### config.mk
export PLATFORM = sky130hd
export DESIGN_NAME = branch_resolve_flat
export DESIGN_NICKNAME = d
export VERILOG_FILES = /design/src/rtl/branch_resolve_pkg.sv /design/src/rtl/branch_resolve_if.sv /design/src/rtl/branch_cmp.sv /design/src/rtl/branch_resolve.sv /design/src/flat_wrapper.sv
export SDC_FILE = /design/constraint.sdc
export NUM_CORES = 1
export LEC_CHECK = 0
export BUFFER_PORTS_ARGS = -buffer_cell sky130_fd_sc_hd__buf_4
export CAP_MARGIN = 15
export CORE_AREA = 5 5 124 149
export CTS_CLUSTER_DIAMETER = 100
export DETAILED_ROUTE_END_ITERATION = 10
export DIE_AREA = 0 0 129 154
export PLACE_DENSITY = 0.92
export SETUP_SLACK_MARGIN = 0.5
export SLEW_MARGIN = 20
export SYNTH_ARGS = -nofsm -noshare
export SYNTH_HDL_FRONTEND = slang
export SYNTH_SLANG_ARGS = --single-unit
### constraint.sdc
create_clock -name clk -period 3.7 [get_ports clk]
set_clock_uncertainty 0.2 [all_clocks]
set_input_delay 0.185 -clock clk [delete_from_list [all_inputs] [get_ports clk]]
set_output_delay 0.185 -clock clk [all_outputs]
set_load 0.05 [all_outputs]
### src/rtl/branch_resolve_pkg.sv
// branch_resolve_pkg: shared class, funct3 and state encodings for branch resolution
package branch_resolve_pkg;
  typedef enum logic [1:0] {CLS_COND = 2'b00, CLS_JAL = 2'b01, CLS_JALR = 2'b10, CLS_NONE = 2'b11} cls_t;
  localparam logic [2:0] F3_BEQ  = 3'b000;
  localparam logic [2:0] F3_BNE  = 3'b001;
  localparam logic [2:0] F3_BLT  = 3'b100;
  localparam logic [2:0] F3_BGE  = 3'b101;
  localparam logic [2:0] F3_BLTU = 3'b110;
  localparam logic [2:0] F3_BGEU = 3'b111;
  typedef enum logic {IDLE = 1'b0, FLUSH = 1'b1} state_t;
endpackage

### src/rtl/branch_resolve_if.sv
// branch_resolve_if: decoded-instruction inputs and redirect/link/counter outputs
interface branch_resolve_if #(parameter int XLEN = 32);
  logic            in_valid;
  logic [XLEN-1:0] pc_in;
  logic [11:0]     code;
  logic            is_branch;
  logic [XLEN-1:0] imm;
  logic [XLEN-1:0] rs1_val;
  logic [XLEN-1:0] rs2_val;
  logic [4:0]      rd;
  logic            origin_pc;
  logic [XLEN-1:0] pc_branch;
  logic            squash;
  logic            link_we;
  logic [4:0]      link_rd;
  logic [XLEN-1:0] link_data;
  logic            misalign;
  logic [15:0]     br_count;
  logic [15:0]     taken_count;
  modport master (
    output in_valid, pc_in, code, is_branch, imm, rs1_val, rs2_val, rd,
    input  origin_pc, pc_branch, squash, link_we, link_rd, link_data, misalign, br_count, taken_count
  );
  modport slave (
    input  in_valid, pc_in, code, is_branch, imm, rs1_val, rs2_val, rd,
    output origin_pc, pc_branch, squash, link_we, link_rd, link_data, misalign, br_count, taken_count
  );
endinterface

### src/rtl/branch_cmp.sv
// branch_cmp: conditional-branch outcome from funct3 and the two source operands
module branch_cmp
  import branch_resolve_pkg::*;
#(
  parameter int XLEN = 32
) (
  input  logic [2:0]      funct3,
  input  logic [XLEN-1:0] a,
  input  logic [XLEN-1:0] b,
  output logic            taken
);
  // unlisted funct3 encodings resolve as not taken
  always_comb
    taken = (funct3 == F3_BEQ)  ? (a == b) :
            (funct3 == F3_BNE)  ? (a != b) :
            (funct3 == F3_BLT)  ? ($signed(a) <  $signed(b)) :
            (funct3 == F3_BGE)  ? ($signed(a) >= $signed(b)) :
            (funct3 == F3_BLTU) ? (a <  b) :
            (funct3 == F3_BGEU) ? (a >= b) : 1'b0;
endmodule

### src/rtl/branch_resolve.sv
// branch_resolve: resolves branches/jumps, redirects fetch, squashes wrong-path slots
module branch_resolve
  import branch_resolve_pkg::*;
#(
  parameter int XLEN         = 32,
  parameter int FLUSH_CYCLES = 1
) (
  input logic             clk,
  input logic             reset,
  branch_resolve_if.slave bus
);
  state_t          state, state_nx;
  logic [1:0]      cnt, cnt_nx;
  cls_t            cls;
  logic            cond_taken, act, taken, aligned, redirect, link;
  logic [XLEN-1:0] target;
  logic            unused;
  assign unused = ^bus.code[9:3];
  assign cls = cls_t'(bus.code[11:10]);
  branch_cmp #(.XLEN(XLEN)) u_cmp (
    .funct3(bus.code[2:0]),
    .a     (bus.rs1_val),
    .b     (bus.rs2_val),
    .taken (cond_taken)
  );
  assign act      = bus.in_valid && bus.is_branch && state == IDLE && cls != CLS_NONE;
  assign taken    = act && (cls != CLS_COND || cond_taken);
  assign target   = (cls == CLS_JALR) ? {(bus.rs1_val[XLEN-1:1] + bus.imm[XLEN-1:1] + XLEN'(bus.rs1_val[0] & bus.imm[0]) >> 0), 1'b0} & {{(XLEN-1){1'b1}}, 1'b0}
                                      : bus.pc_in + bus.imm;
  assign aligned  = target[1:0] == 2'b00;
  assign redirect = taken && aligned;
  assign link     = redirect && cls != CLS_COND && bus.rd != 5'd0;
  // next state: a redirect opens a flush window that counts down to IDLE
  always_comb begin
    state_nx = (state == IDLE) ? (redirect ? FLUSH : IDLE) : (cnt == 2'd1 ? IDLE : FLUSH);
    cnt_nx   = (state == IDLE) ? (redirect ? 2'(FLUSH_CYCLES) : 2'd0) : cnt - 2'd1;
  end
  // state and flush counter register
  always_ff @(posedge clk)
    if (reset) begin
      state <= IDLE;
      cnt   <= 2'd0;
    end else begin
      state <= state_nx;
      cnt   <= cnt_nx;
    end
  // registered redirect, squash, link and saturating counters
  always_ff @(posedge clk)
    if (reset) begin
      bus.origin_pc   <= 1'b0;
      bus.pc_branch   <= '0;
      bus.squash      <= 1'b0;
      bus.link_we     <= 1'b0;
      bus.link_rd     <= 5'd0;
      bus.link_data   <= '0;
      bus.misalign    <= 1'b0;
      bus.br_count    <= 16'd0;
      bus.taken_count <= 16'd0;
    end else begin
      bus.origin_pc <= redirect;
      bus.squash    <= state == FLUSH;
      bus.misalign  <= taken && !aligned;
      bus.link_we   <= link;
      if (taken) bus.pc_branch <= target;
      if (link) begin
        bus.link_rd   <= bus.rd;
        bus.link_data <= bus.pc_in + XLEN'(4);
      end
      if (act && bus.br_count != 16'hFFFF) bus.br_count <= bus.br_count + 16'd1;
      if (taken && bus.taken_count != 16'hFFFF) bus.taken_count <= bus.taken_count + 16'd1;
    end
endmodule

### src/flat_wrapper.sv
// flat-port wrapper written by rule: the top's interface ports become plain ports
module branch_resolve_flat import branch_resolve_pkg::*;
#(
  parameter int XLEN         = 32,
  parameter int FLUSH_CYCLES = 1
)
  (clk, reset, bus_in_valid, bus_pc_in, bus_code, bus_is_branch, bus_imm, bus_rs1_val, bus_rs2_val, bus_rd, bus_origin_pc, bus_pc_branch, bus_squash, bus_link_we, bus_link_rd, bus_link_data, bus_misalign, bus_br_count, bus_taken_count);
  branch_resolve_if #(.XLEN(XLEN)) bus_i ();
  input logic clk;
  input logic reset;
  input wire logic [$bits(bus_i.in_valid)-1:0] bus_in_valid;
  input wire logic [$bits(bus_i.pc_in)-1:0] bus_pc_in;
  input wire logic [$bits(bus_i.code)-1:0] bus_code;
  input wire logic [$bits(bus_i.is_branch)-1:0] bus_is_branch;
  input wire logic [$bits(bus_i.imm)-1:0] bus_imm;
  input wire logic [$bits(bus_i.rs1_val)-1:0] bus_rs1_val;
  input wire logic [$bits(bus_i.rs2_val)-1:0] bus_rs2_val;
  input wire logic [$bits(bus_i.rd)-1:0] bus_rd;
  output wire logic [$bits(bus_i.origin_pc)-1:0] bus_origin_pc;
  output wire logic [$bits(bus_i.pc_branch)-1:0] bus_pc_branch;
  output wire logic [$bits(bus_i.squash)-1:0] bus_squash;
  output wire logic [$bits(bus_i.link_we)-1:0] bus_link_we;
  output wire logic [$bits(bus_i.link_rd)-1:0] bus_link_rd;
  output wire logic [$bits(bus_i.link_data)-1:0] bus_link_data;
  output wire logic [$bits(bus_i.misalign)-1:0] bus_misalign;
  output wire logic [$bits(bus_i.br_count)-1:0] bus_br_count;
  output wire logic [$bits(bus_i.taken_count)-1:0] bus_taken_count;
  assign bus_i.in_valid = bus_in_valid;
  assign bus_i.pc_in = bus_pc_in;
  assign bus_i.code = bus_code;
  assign bus_i.is_branch = bus_is_branch;
  assign bus_i.imm = bus_imm;
  assign bus_i.rs1_val = bus_rs1_val;
  assign bus_i.rs2_val = bus_rs2_val;
  assign bus_i.rd = bus_rd;
  assign bus_origin_pc = bus_i.origin_pc;
  assign bus_pc_branch = bus_i.pc_branch;
  assign bus_squash = bus_i.squash;
  assign bus_link_we = bus_i.link_we;
  assign bus_link_rd = bus_i.link_rd;
  assign bus_link_data = bus_i.link_data;
  assign bus_misalign = bus_i.misalign;
  assign bus_br_count = bus_i.br_count;
  assign bus_taken_count = bus_i.taken_count;
  branch_resolve #(.XLEN(XLEN), .FLUSH_CYCLES(FLUSH_CYCLES)) u_core (.clk(clk), .reset(reset), .bus(bus_i));
endmodule
==> flow_metrics.env <==
export IMPL_grt_first_pass_wirelength_um=44600
export IMPL_first_global_vias=9190
export IMPL_cts_buffer_depth=2
export IMPL_fin_crit_sh=0.845
export IMPL_crit_required_ns=3.75
export IMPL_place_area_um2=11000
export IMPL_nets=1638
export IMPL_setup_violations_final=0
export IMPL_path_clk_slew_ns=0.08
export IMPL_dieArea_um2=19900
export IMPL_wl_um=28800
export IMPL_synth_top_cell_by_area="dfxtp_1"
export IMPL_cp_arrival_ns=3.18
export IMPL_power_frac_comb=0.381
export IMPL_syn_to_final_growth_pct=30.4
export IMPL_numCtsBuffers=9
export IMPL_wire_per_inst_um=17.9
export IMPL_grt_max_degree=92
export IMPL_leakage_uw=0.00518
export IMPL_maxCapViolCount=0
export IMPL_regToRegStartpoint="u_core.bus.taken_count[3]"
export IMPL_ys_flop_type="dfxtp_1"
export IMPL_fin_area_um2=11600
export IMPL_swShare=0.368
export IMPL_max_stage_delay_ns=0.52
export IMPL_synthDominantCellAreaShare=0.242
export IMPL_ys_seq_area_frac=0.242
export IMPL_worstPathCellList="buf_4 > ha_1 > and4_1 > nand4_1 > nand3b_1 > a31o_2 > a211o_2 > o211ai_2 > a21o_1 > buf_4 > a21oi_1 > a211oi_1"
export IMPL_place_congestion=0.945
export IMPL_grt_ovfl_total=0
export IMPL_synth_cell_type_count=66
export IMPL_yosys_top_cells_area="dfxtp_1, ha_1, nor2_1"
export IMPL_synth_most_common_cell="nor2_1"
export IMPL_antenna_cells=0
export IMPL_vdd_drop_max_mv=0.207
export IMPL_port_buffers=246
export IMPL_slew_headroom=0.385
export IMPL_rrSetupSlack_ns=0.94
export IMPL_ys_ff_latch=108
export IMPL_finalSetupTns_ns=0
export IMPL_via_count=9692
export IMPL_core_um2=16800
export IMPL_startpoint="bus_rs1_val[31]"
export IMPL_syn_nets=1388
export IMPL_rr_worst_depth=7
export IMPL_drtIter0Drc=698
export IMPL_n_fill_cell=1340
export IMPL_critical_path_class="in2reg"
export IMPL_cp_end_kind="flop"
export IMPL_synth_cells=1140
export IMPL_ys_async_sr_fraction=0
export IMPL_power_switching_uw=1310
export IMPL_yosysWarnings=0
export IMPL_path_common_cell="buf_4"
export IMPL_cts_root_buf="clkbuf_16"
export IMPL_hpwl_um=22800
export IMPL_antenna_found_initial=0
export IMPL_layout_min_cycle_time_ns=3.13
export IMPL_hold_depth=3
export IMPL_die_x_um=129
export IMPL_holdCritPathClass="in2reg"
export IMPL_hp_start="bus_pc_in[27]"
export IMPL_via_per_inst=6.02
export IMPL_htreeDepth=3
export IMPL_clock_fmax_mhz=320
export IMPL_syn_area_um2=8930
export IMPL_insertion_delay_ns=0.35
export IMPL_hold_viol=0
export IMPL_cts_tree="done"
export IMPL_utilization=0.693
export IMPL_synth_commonest_cells="nor2_1, dfxtp_1, ha_1"
export IMPL_cp_max_fo=14
export IMPL_status="completed"
export IMPL_drc=0
export IMPL_io_pins=254
export IMPL_slew_violations=0
export IMPL_die_h_um=154
export IMPL_power_internal_uw=2240
export IMPL_hold_slack_ns=0.0130
export IMPL_grt_total_usage=0.273
export IMPL_rows=52
export IMPL_drive_above_1_share=0.235
export IMPL_start_util=0.532
export IMPL_grt_setup_unrepaired="false"
export IMPL_worst_pin_slew_ns=0.923
export IMPL_ant_nets=0
export IMPL_critPathSlowestCell="a21o_1"
export IMPL_dr_pass1_iters=5
export IMPL_cellPowerDensity_nw_per_um2=305
export IMPL_clkPwrFrac=0.272
export IMPL_cts_sinks=108
export IMPL_syn_avg_cell_area_um2=7.83
export IMPL_crit_path_start_kind="primary input"
export IMPL_synth_edff_count=0
export IMPL_seq_power_share=0.347
## power by group through the flow
stage	Clock (uW)	Sequential, uW	Combinational, uW
final	965	1230	1350
after global routing	1030	1240	1470
after CTS	977	1230	1310
after detailed placement	0	1260	1280
after global placement	0	1260	1250
after floorplan	0	1410	706
## placed cells by master (no fill, tap or decap), types with 10 or more instances in the layout
master and count:
a311oi_1 17, dlygate4sd3_1 22, inv_1 46, xnor2_1 31, a211oi_1 49, buf_4 262
nand4_1 21, and4_1 15, o21a_1 13, a31oi_1 10, o21ai_0 44, nand2b_1 11
nor2b_1 15, and2_1 12, dfxtp_1 108, ha_1 95, nor3_1 21, nor2_1 145
mux2i_1 11, a21oi_1 75, a21o_1 31, or3_1 13, and3_1 21, nand2_1 83
nand3_1 43, xor2_1 49
## registers in the layout, summed over array words and instances (netlist names)
register and flops:
u_core.state 1, u_core.bus.link_data 32, u_core.bus.origin_pc 1, u_core.bus.misalign 1, u_core.bus.squash 1, u_core.bus.pc_branch 32
u_core.bus.link_we 1, u_core.cnt 2, u_core.bus.link_rd 5, u_core.bus.taken_count 16, u_core.bus.br_count 16
## critical path: cells and delay by family
kind | cells | cell delay (ns)
AO/OA/AOI/OAI | 6 | 1.54
AND/OR/NAND/NOR | 3 | 0.70
buffers and inverters | 2 | 0.37
adder cells (fa/ha/maj) | 1 | 0.36
## through the flow
stage / cells / total power (uW) / setup slack (ns)
2_1_floorplan: 1140 / 2110 / 0.562
3_3_place_gp: 1570 / 2510 / 0.170
3_5_place_dp: 1570 / 2540 / 0.0614
4_1_cts: 1608 / 3520 / 0.519
5_1_grt: 1611 / 3740 / 0.478
6_report: 1611 / 3550 / 0.573
## logic make-up (layout without fill, tap and decap cells)
| kind of cell | after synthesis | count (layout) | synth area share |
|---|---|---|---|
| compound gates | 314 | 314 | 0.242 |
| xor+xnor | 80 | 80 | 0.0785 |
| fa+ha+maj | 99 | 99 | 0.141 |
| flops | 108 | 108 | 0.242 |
| buf+inv | 94 | 349 | 0.0415 |
| simple gates | 425 | 425 | 0.231 |
| mux | 20 | 20 | 0.0237 |
## layout make-up
type | instances | area [um2] | share of cell area
clock inverter | 7 | 75.1 | 0.00645
clock buffer | 9 | 225 | 0.0194
timing repair buffer | 286 | 2230 | 0.191
tap | 216 | 270 | 0.0232
inverter | 47 | 176 | 0.0152
sequential | 108 | 2160 | 0.186
multi-input combinational | 938 | 6500 | 0.559
## what timing repair did
item                                    in CTS  in global routing
gates resized for setup                      2                 19
hold buffers                                22                  0
buffers inserted                             0                  3
pin swaps                                    0                  8
endpoints found under the setup margin       3                  9
endpoints found under the hold margin       22                  0
## final timing paths
check,to
hold / removal,u_core.bus.link_data[27]
setup / recovery,u_core.bus.pc_branch[16]
setup reg to reg,u_core.bus.taken_count[6]
hold reg to reg,u_core.cnt[0]
## routing by layer
layer | up-vias | share of wire | global-route usage
li1 | 4698 | - | -
met3 | 102 | 0.075 | 0.0350
met2 | 485 | 0.48 | 0.465
met4 | 0 | 0.052 | 0.133
met1 | 4407 | 0.39 | 0.336
met5 | - | 0 | 0
Note: power is estimated with default switching activity, not from simulation.
